===== config.mk =====
export PLATFORM = sky130hd
export DESIGN_NAME = centipede_rom_loader_flat
export DESIGN_NICKNAME = d
export VERILOG_FILES = /design/src/rtl/centipede_rom_loader_pkg.sv /design/src/rtl/centipede_rom_loader_if.sv /design/src/rtl/centipede_rom_loader.sv /design/src/flat_wrapper.sv
export SDC_FILE = /design/constraint.sdc
export NUM_CORES = 1
export LEC_CHECK = 0
export BUFFER_PORTS_ARGS = -buffer_cell sky130_fd_sc_hd__buf_4
export CORE_MARGIN = 5
export CORE_UTILIZATION = 40
export CTS_CLUSTER_DIAMETER = 80
export DETAILED_ROUTE_END_ITERATION = 10
export HOLD_SLACK_MARGIN = 0.15
export PLACE_DENSITY = 0.73
export SYNTH_ARGS = -nofsm -noshare
export SYNTH_HDL_FRONTEND = slang
export SYNTH_SLANG_ARGS = --single-unit
export TNS_END_PERCENT = 5

===== constraint.sdc =====
create_clock -name clk_sys -period 1.93 [get_ports clk_sys]
set_input_delay 0.193 -clock clk_sys [delete_from_list [all_inputs] [get_ports clk_sys]]
set_output_delay 0.193 -clock clk_sys [all_outputs]
set_load 0.01 [all_outputs]

===== src/rtl/centipede_rom_loader_pkg.sv =====
// Shared constants and types for the Centipede ROM loader: region sizes,
// write-port region encodings and the loader FSM state.
package centipede_rom_loader_pkg;

  localparam int unsigned PROG_BYTES_DEF = 8192;
  localparam int unsigned GFX_BYTES_DEF  = 4096;
  localparam int unsigned MEM_ADDR_W     = 13;

  localparam logic SEL_PROG = 1'b0;
  localparam logic SEL_GFX  = 1'b1;

  typedef enum logic [1:0] {
    ST_IDLE,
    ST_LOAD,
    ST_WRITE,
    ST_HOLD
  } state_t;

endpackage


===== src/rtl/centipede_rom_loader_if.sv =====
// Bus bundles around the loader: the ioctl byte-download stream (driven by the
// download source) and the req/ack memory write port (driven by the loader).
interface centipede_ioctl_if;
  logic        ioctl_download;
  logic        ioctl_wr;
  logic [24:0] ioctl_addr;
  logic [7:0]  ioctl_dout;
  logic [7:0]  ioctl_index;
  logic        ioctl_wait;

  modport master (
    output ioctl_download, ioctl_wr, ioctl_addr, ioctl_dout, ioctl_index,
    input  ioctl_wait
  );
  modport slave (
    input  ioctl_download, ioctl_wr, ioctl_addr, ioctl_dout, ioctl_index,
    output ioctl_wait
  );
endinterface

interface centipede_mem_if;
  logic        mem_req;
  logic        mem_sel;
  logic [12:0] mem_addr;
  logic [7:0]  mem_data;
  logic        mem_ack;

  modport master (
    output mem_req, mem_sel, mem_addr, mem_data,
    input  mem_ack
  );
  modport slave (
    input  mem_req, mem_sel, mem_addr, mem_data,
    output mem_ack
  );
endinterface


===== src/rtl/centipede_rom_loader.sv =====
// Streams the ioctl ROM download into program/graphics ROM through a req/ack
// write port, holding the game core in reset until the image is in place.
module centipede_rom_loader
  import centipede_rom_loader_pkg::*;
#(
  parameter int unsigned PROG_BYTES = PROG_BYTES_DEF,
  parameter int unsigned GFX_BYTES  = GFX_BYTES_DEF,
  parameter logic [7:0]  ROM_INDEX  = 8'h00,
  parameter int unsigned RESET_HOLD = 16
) (
  input  logic              clk_sys,
  input  logic              reset_n,
  centipede_ioctl_if.slave  ioctl,
  centipede_mem_if.master   mem,
  output logic              core_reset,
  output logic              load_done,
  output logic [15:0]       byte_count,
  output logic [7:0]        checksum,
  output logic              overrun
);

  localparam int unsigned TOTAL_BYTES = PROG_BYTES + GFX_BYTES;
  localparam int unsigned HOLD_W      = (RESET_HOLD > 1) ? $clog2(RESET_HOLD) : 1;

  state_t                  state;
  logic                    dl_q;
  logic                    wait_q;
  logic                    req_q;
  logic                    sel_q;
  logic [MEM_ADDR_W-1:0]   addr_q;
  logic [7:0]              data_q;
  logic [HOLD_W-1:0]       hold_cnt;

  logic start_load;
  logic in_range;
  logic in_gfx;

  // A new load starts only on the rising edge of the download window.
  assign start_load = ioctl.ioctl_download && !dl_q && (ioctl.ioctl_index == ROM_INDEX);
  assign in_range   = ioctl.ioctl_addr < 25'(TOTAL_BYTES);
  assign in_gfx     = ioctl.ioctl_addr >= 25'(PROG_BYTES);

  assign ioctl.ioctl_wait = wait_q;
  assign mem.mem_req      = req_q;
  assign mem.mem_sel      = sel_q;
  assign mem.mem_addr     = addr_q;
  assign mem.mem_data     = data_q;

  // NOTE: every register here sits on the async reset so an external reset
  // mid-write drops mem_req at once; non-blocking assignments keep the
  // read-old/write-new semantics the FSM relies on.
  always_ff @(posedge clk_sys or negedge reset_n) begin
    if (!reset_n) begin
      state      <= ST_IDLE;
      dl_q       <= 1'b0;
      wait_q     <= 1'b0;
      req_q      <= 1'b0;
      sel_q      <= SEL_PROG;
      addr_q     <= '0;
      data_q     <= '0;
      hold_cnt   <= '0;
      core_reset <= 1'b1;
      load_done  <= 1'b0;
      byte_count <= '0;
      checksum   <= '0;
      overrun    <= 1'b0;
    end else begin
      dl_q <= ioctl.ioctl_download;

      if (ioctl.ioctl_wr && wait_q) begin
        overrun <= 1'b1;
      end

      case (state)
        ST_IDLE, ST_HOLD: begin
          if (start_load) begin
            state      <= ST_LOAD;
            core_reset <= 1'b1;
            byte_count <= '0;
            checksum   <= '0;
            load_done  <= 1'b0;
            overrun    <= 1'b0;
          end else if (state == ST_HOLD) begin
            if (hold_cnt == HOLD_W'(RESET_HOLD - 1)) begin
              state      <= ST_IDLE;
              core_reset <= 1'b0;
              load_done  <= (byte_count == 16'(TOTAL_BYTES));
            end else begin
              hold_cnt <= hold_cnt + 1'b1;
            end
          end
        end

        ST_LOAD: begin
          if (!ioctl.ioctl_download) begin
            state    <= ST_HOLD;
            hold_cnt <= '0;
          end else if (ioctl.ioctl_wr && in_range) begin
            state  <= ST_WRITE;
            req_q  <= 1'b1;
            wait_q <= 1'b1;
            sel_q  <= in_gfx ? SEL_GFX : SEL_PROG;
            addr_q <= in_gfx ? MEM_ADDR_W'(ioctl.ioctl_addr - 25'(PROG_BYTES))
                             : MEM_ADDR_W'(ioctl.ioctl_addr);
            data_q <= ioctl.ioctl_dout;
          end
        end

        ST_WRITE: begin
          if (mem.mem_ack) begin
            req_q    <= 1'b0;
            wait_q   <= 1'b0;
            checksum <= checksum + data_q;
            if (byte_count != 16'hFFFF) begin
              byte_count <= byte_count + 16'd1;
            end
            // A window that closed during the write goes straight to HOLD.
            state    <= ioctl.ioctl_download ? ST_LOAD : ST_HOLD;
            hold_cnt <= '0;
          end
        end

        default: state <= ST_IDLE;
      endcase
    end
  end

endmodule


===== src/flat_wrapper.sv =====
// flat-port wrapper written by rule: the top's interface ports become plain ports
module centipede_rom_loader_flat import centipede_rom_loader_pkg::*;
#(
  parameter int unsigned PROG_BYTES = PROG_BYTES_DEF,
  parameter int unsigned GFX_BYTES  = GFX_BYTES_DEF,
  parameter logic [7:0]  ROM_INDEX  = 8'h00,
  parameter int unsigned RESET_HOLD = 16
)
  (clk_sys, reset_n, core_reset, load_done, byte_count, checksum, overrun, ioctl_ioctl_download, ioctl_ioctl_wr, ioctl_ioctl_addr, ioctl_ioctl_dout, ioctl_ioctl_index, ioctl_ioctl_wait, mem_mem_req, mem_mem_sel, mem_mem_addr, mem_mem_data, mem_mem_ack);
  centipede_ioctl_if ioctl_i ();
  centipede_mem_if mem_i ();
  input  logic clk_sys;
  input  logic reset_n;
  output logic core_reset;
  output logic load_done;
  output logic [15:0] byte_count;
  output logic [7:0] checksum;
  output logic overrun;
  input wire logic [$bits(ioctl_i.ioctl_download)-1:0] ioctl_ioctl_download;
  input wire logic [$bits(ioctl_i.ioctl_wr)-1:0] ioctl_ioctl_wr;
  input wire logic [$bits(ioctl_i.ioctl_addr)-1:0] ioctl_ioctl_addr;
  input wire logic [$bits(ioctl_i.ioctl_dout)-1:0] ioctl_ioctl_dout;
  input wire logic [$bits(ioctl_i.ioctl_index)-1:0] ioctl_ioctl_index;
  output wire logic [$bits(ioctl_i.ioctl_wait)-1:0] ioctl_ioctl_wait;
  output wire logic [$bits(mem_i.mem_req)-1:0] mem_mem_req;
  output wire logic [$bits(mem_i.mem_sel)-1:0] mem_mem_sel;
  output wire logic [$bits(mem_i.mem_addr)-1:0] mem_mem_addr;
  output wire logic [$bits(mem_i.mem_data)-1:0] mem_mem_data;
  input wire logic [$bits(mem_i.mem_ack)-1:0] mem_mem_ack;
  assign ioctl_i.ioctl_download = ioctl_ioctl_download;
  assign ioctl_i.ioctl_wr = ioctl_ioctl_wr;
  assign ioctl_i.ioctl_addr = ioctl_ioctl_addr;
  assign ioctl_i.ioctl_dout = ioctl_ioctl_dout;
  assign ioctl_i.ioctl_index = ioctl_ioctl_index;
  assign ioctl_ioctl_wait = ioctl_i.ioctl_wait;
  assign mem_mem_req = mem_i.mem_req;
  assign mem_mem_sel = mem_i.mem_sel;
  assign mem_mem_addr = mem_i.mem_addr;
  assign mem_mem_data = mem_i.mem_data;
  assign mem_i.mem_ack = mem_mem_ack;
  centipede_rom_loader #(.PROG_BYTES(PROG_BYTES), .GFX_BYTES(GFX_BYTES), .ROM_INDEX(ROM_INDEX), .RESET_HOLD(RESET_HOLD)) u_core (.clk_sys(clk_sys), .reset_n(reset_n), .ioctl(ioctl_i), .mem(mem_i), .core_reset(core_reset), .load_done(load_done), .byte_count(byte_count), .checksum(checksum), .overrun(overrun));
endmodule

==> run metrics <==
utilization after layout 0.649; total gr overflow 0; Min-Delay Path Class primary input to flop; H-tree levels 3; Yosys top cell area share 0.454; Core Area 7610 µm²; CP required 2200 ps; standard-cell row count 32; Clock Latency Late Sink 340 ps; Async S/R FF share, synth 1.00; Final setup viols 9; crit-path max cell delay 510 ps; I/O Buffers 96; TritonCTS buffer count 9; RSZ-0062 raised after global routing yes; Avg WL per Cell 15.0 µm; GR Util All Layers 0.191; worst path bufs/invs 0; clock skew 9.05 ps; HPWL after DPL 6490 µm; Worst Setup Path Type flop to flop; CP max FO 6; Post-synth EDFFs 0; post-synth cell types 54; Synth area leaders dfrtp_1 45%, mux2_2 8.0%, ha_1 5.7%; RePlAce Congestion 0.834; final wirelength 8900 µm; final worst setup slack -132 ps; Slew Limit Fails 0; Seq/Total Area, Yosys 0.463; Startpoint Class flop; DR pass1 iterations 4; Reg clk slew, reported paths 80 ps; most frequent cells after synthesis 56 x dfrtp_1, 39 x nand2_1, 22 x mux2_2; Slew @ Worst Pin 721 ps; first-pass GRT wire length 15100 µm; critical path's slowest cell or4_1; initial antenna violation count 0; Pwr per Cell Area 912 nW/µm²; violated checks negative setup slack; cell family contributing the most delay on the critical path simple AND/OR/NAND/NOR gates; leading area contributor after synthesis dfrtp_1; run status finished with violations; Initial DRC Count 107; Relative slew margins 0.519; layout cells sized above 1 0.451; Area Overhead vs Synth 60.0%; DRC 0; Post-DRT Antenna Nets 0; CTS tree built; ant diodes 0; syn_area_per_cell 10.1 µm²; Chip Height 97.8 µm; Fin. Hold Viols 0; fillers 635; Initial Utilization 0.406; die area 9570 µm²; Yosys warnings 0; Final Net Count 546; largest net degree at the start of global routing 58; clock root buffer clkbuf_8; worst-case clock buffer depth 2; setup TNS -469 ps; Final Critical Period 2060 ps; vias 3041; vias per std cell 5.14; crit path DAT 2330 ps; VDD IR max 0.000488 V; mapped cell area 3090 µm²; Critical Path, Cell by Cell or4b_4, o41ai_4, o311ai_2, or4_1, nand3_1; vias in the first global route 3234; Clock Sink Count 57; Syn Nets 367; Critical Path Sink Type flop; Period Utilization, post-route 1.07; Max Cap Violations 0; die width 97.8 µm; top-count cell post-synth dfrtp_1; leakage 2.49 nW; Synth Flop Type dfrtp_1; post-synthesis cell count 306; I/O pin cnt 97; fmax 0.485 GHz; post-synthesis register bit count 57
## flip-flops by register name (all words and copies together), names as in the netlist, 2 cells and up
signal	flops
u_core.mem.mem_data	8
u_core.hold_cnt	4
u_core.state	2
u_core.mem.mem_addr	13
u_core.byte_count	16
u_core.checksum	8
## final timing paths
check | start | end | slack, ps | cells after the start
hold / removal | ioctl_ioctl_index[2] | u_core.overrun | 320 | 4
hold reg to reg | u_core.core_reset | u_core.core_reset | 500 | 2
setup / recovery | u_core.dl_q | u_core.byte_count[13] | -130 | 5
setup reg to reg | u_core.dl_q | u_core.byte_count[13] | -130 | 5
min in group asynchronous | reset_n | u_core.mem.mem_data[3] | 430 | 2
max in group asynchronous | reset_n | u_core.byte_count[2] | 990 | 2
## per-layer routing
| metal | up-vias | track usage | share of wire |
|---|---|---|---|
| met2 | 78 | 0.337 | 0.53 |
| met1 | 1472 | 0.225 | 0.40 |
| li1 | 1477 | - | - |
| met3 | 14 | 0.0536 | 0.054 |
| met5 | - | 0 | 0 |
| met4 | 0 | 0.0618 | 0.013 |
## what timing repair did
item	4_1_cts	5_1_grt
hold endpoints to repair	81	0
hold buffers	26	0
endpoints found under the setup margin	27	29
pin swaps	2	3
setup buffers	0	0
resized for setup	10	10
## worst register-to-register path: stages (launching register included)
cell and delay (ps):
dfrtp_1 370, or4b_4 500, o41ai_4 280, o311ai_2 220, or4_1 510, nand3_1 100
## cell usage in the layout (no fill, tap or decap), types with 11 or more instances in the layout
cell and instances:
buf_4 154, dfrtp_1 56, nand2_1 37, dlygate4sd3_1 26
mux2_2 22, a21oi_1 17, nand3_1 13, nor2_1 11
ha_1 11
## cell families after synthesis
kind of cell | count (synthesis) | synth area share
AO/OA/AOI/OAI | 73 | 0.162
AND/OR/NAND/NOR | 107 | 0.176
multiplexers | 25 | 0.0900
XOR/XNOR | 4 | 0.0114
flip-flops | 57 | 0.463
buffers and inverters | 25 | 0.0349
adder cells (fa/ha/maj) | 15 | 0.0633
## where the power goes
| group | internal, mW | switching, mW |
|---|---|---|
| combinational | 0.896 | 0.912 |
| clock | 0.726 | 0.528 |
| sequential | 1.33 | 0.107 |
| total | 2.96 | 1.55 |
## layout make-up
class	instances	area, µm²	area share
flip-flops and latches	57	1430	0.289
clock buffers	9	124	0.0251
well taps	102	128	0.0259
clock inverters	7	95.1	0.0193
multi-input cells	224	1660	0.335
repair buffers	183	1470	0.297
inverters	10	38.8	0.00786
## per-stage QoR
stage / setup WS (ps) / instance area [µm²] / power (mW) / hold slack (ps) / instances
detailed placement: -278 / 4390 / 3.13 / 301 / 550
CTS: -133 / 4900 / 4.49 / 288 / 592
finish: -132 / 4940 / 4.50 / 321 / 592
global placement: -215 / 4390 / 3.07 / 303 / 550
floorplan: -21.5 / 3140 / 2.32 / -103 / 306
global route: -218 / 4940 / 4.80 / 352 / 592
(Power assumes the default switching activity.)
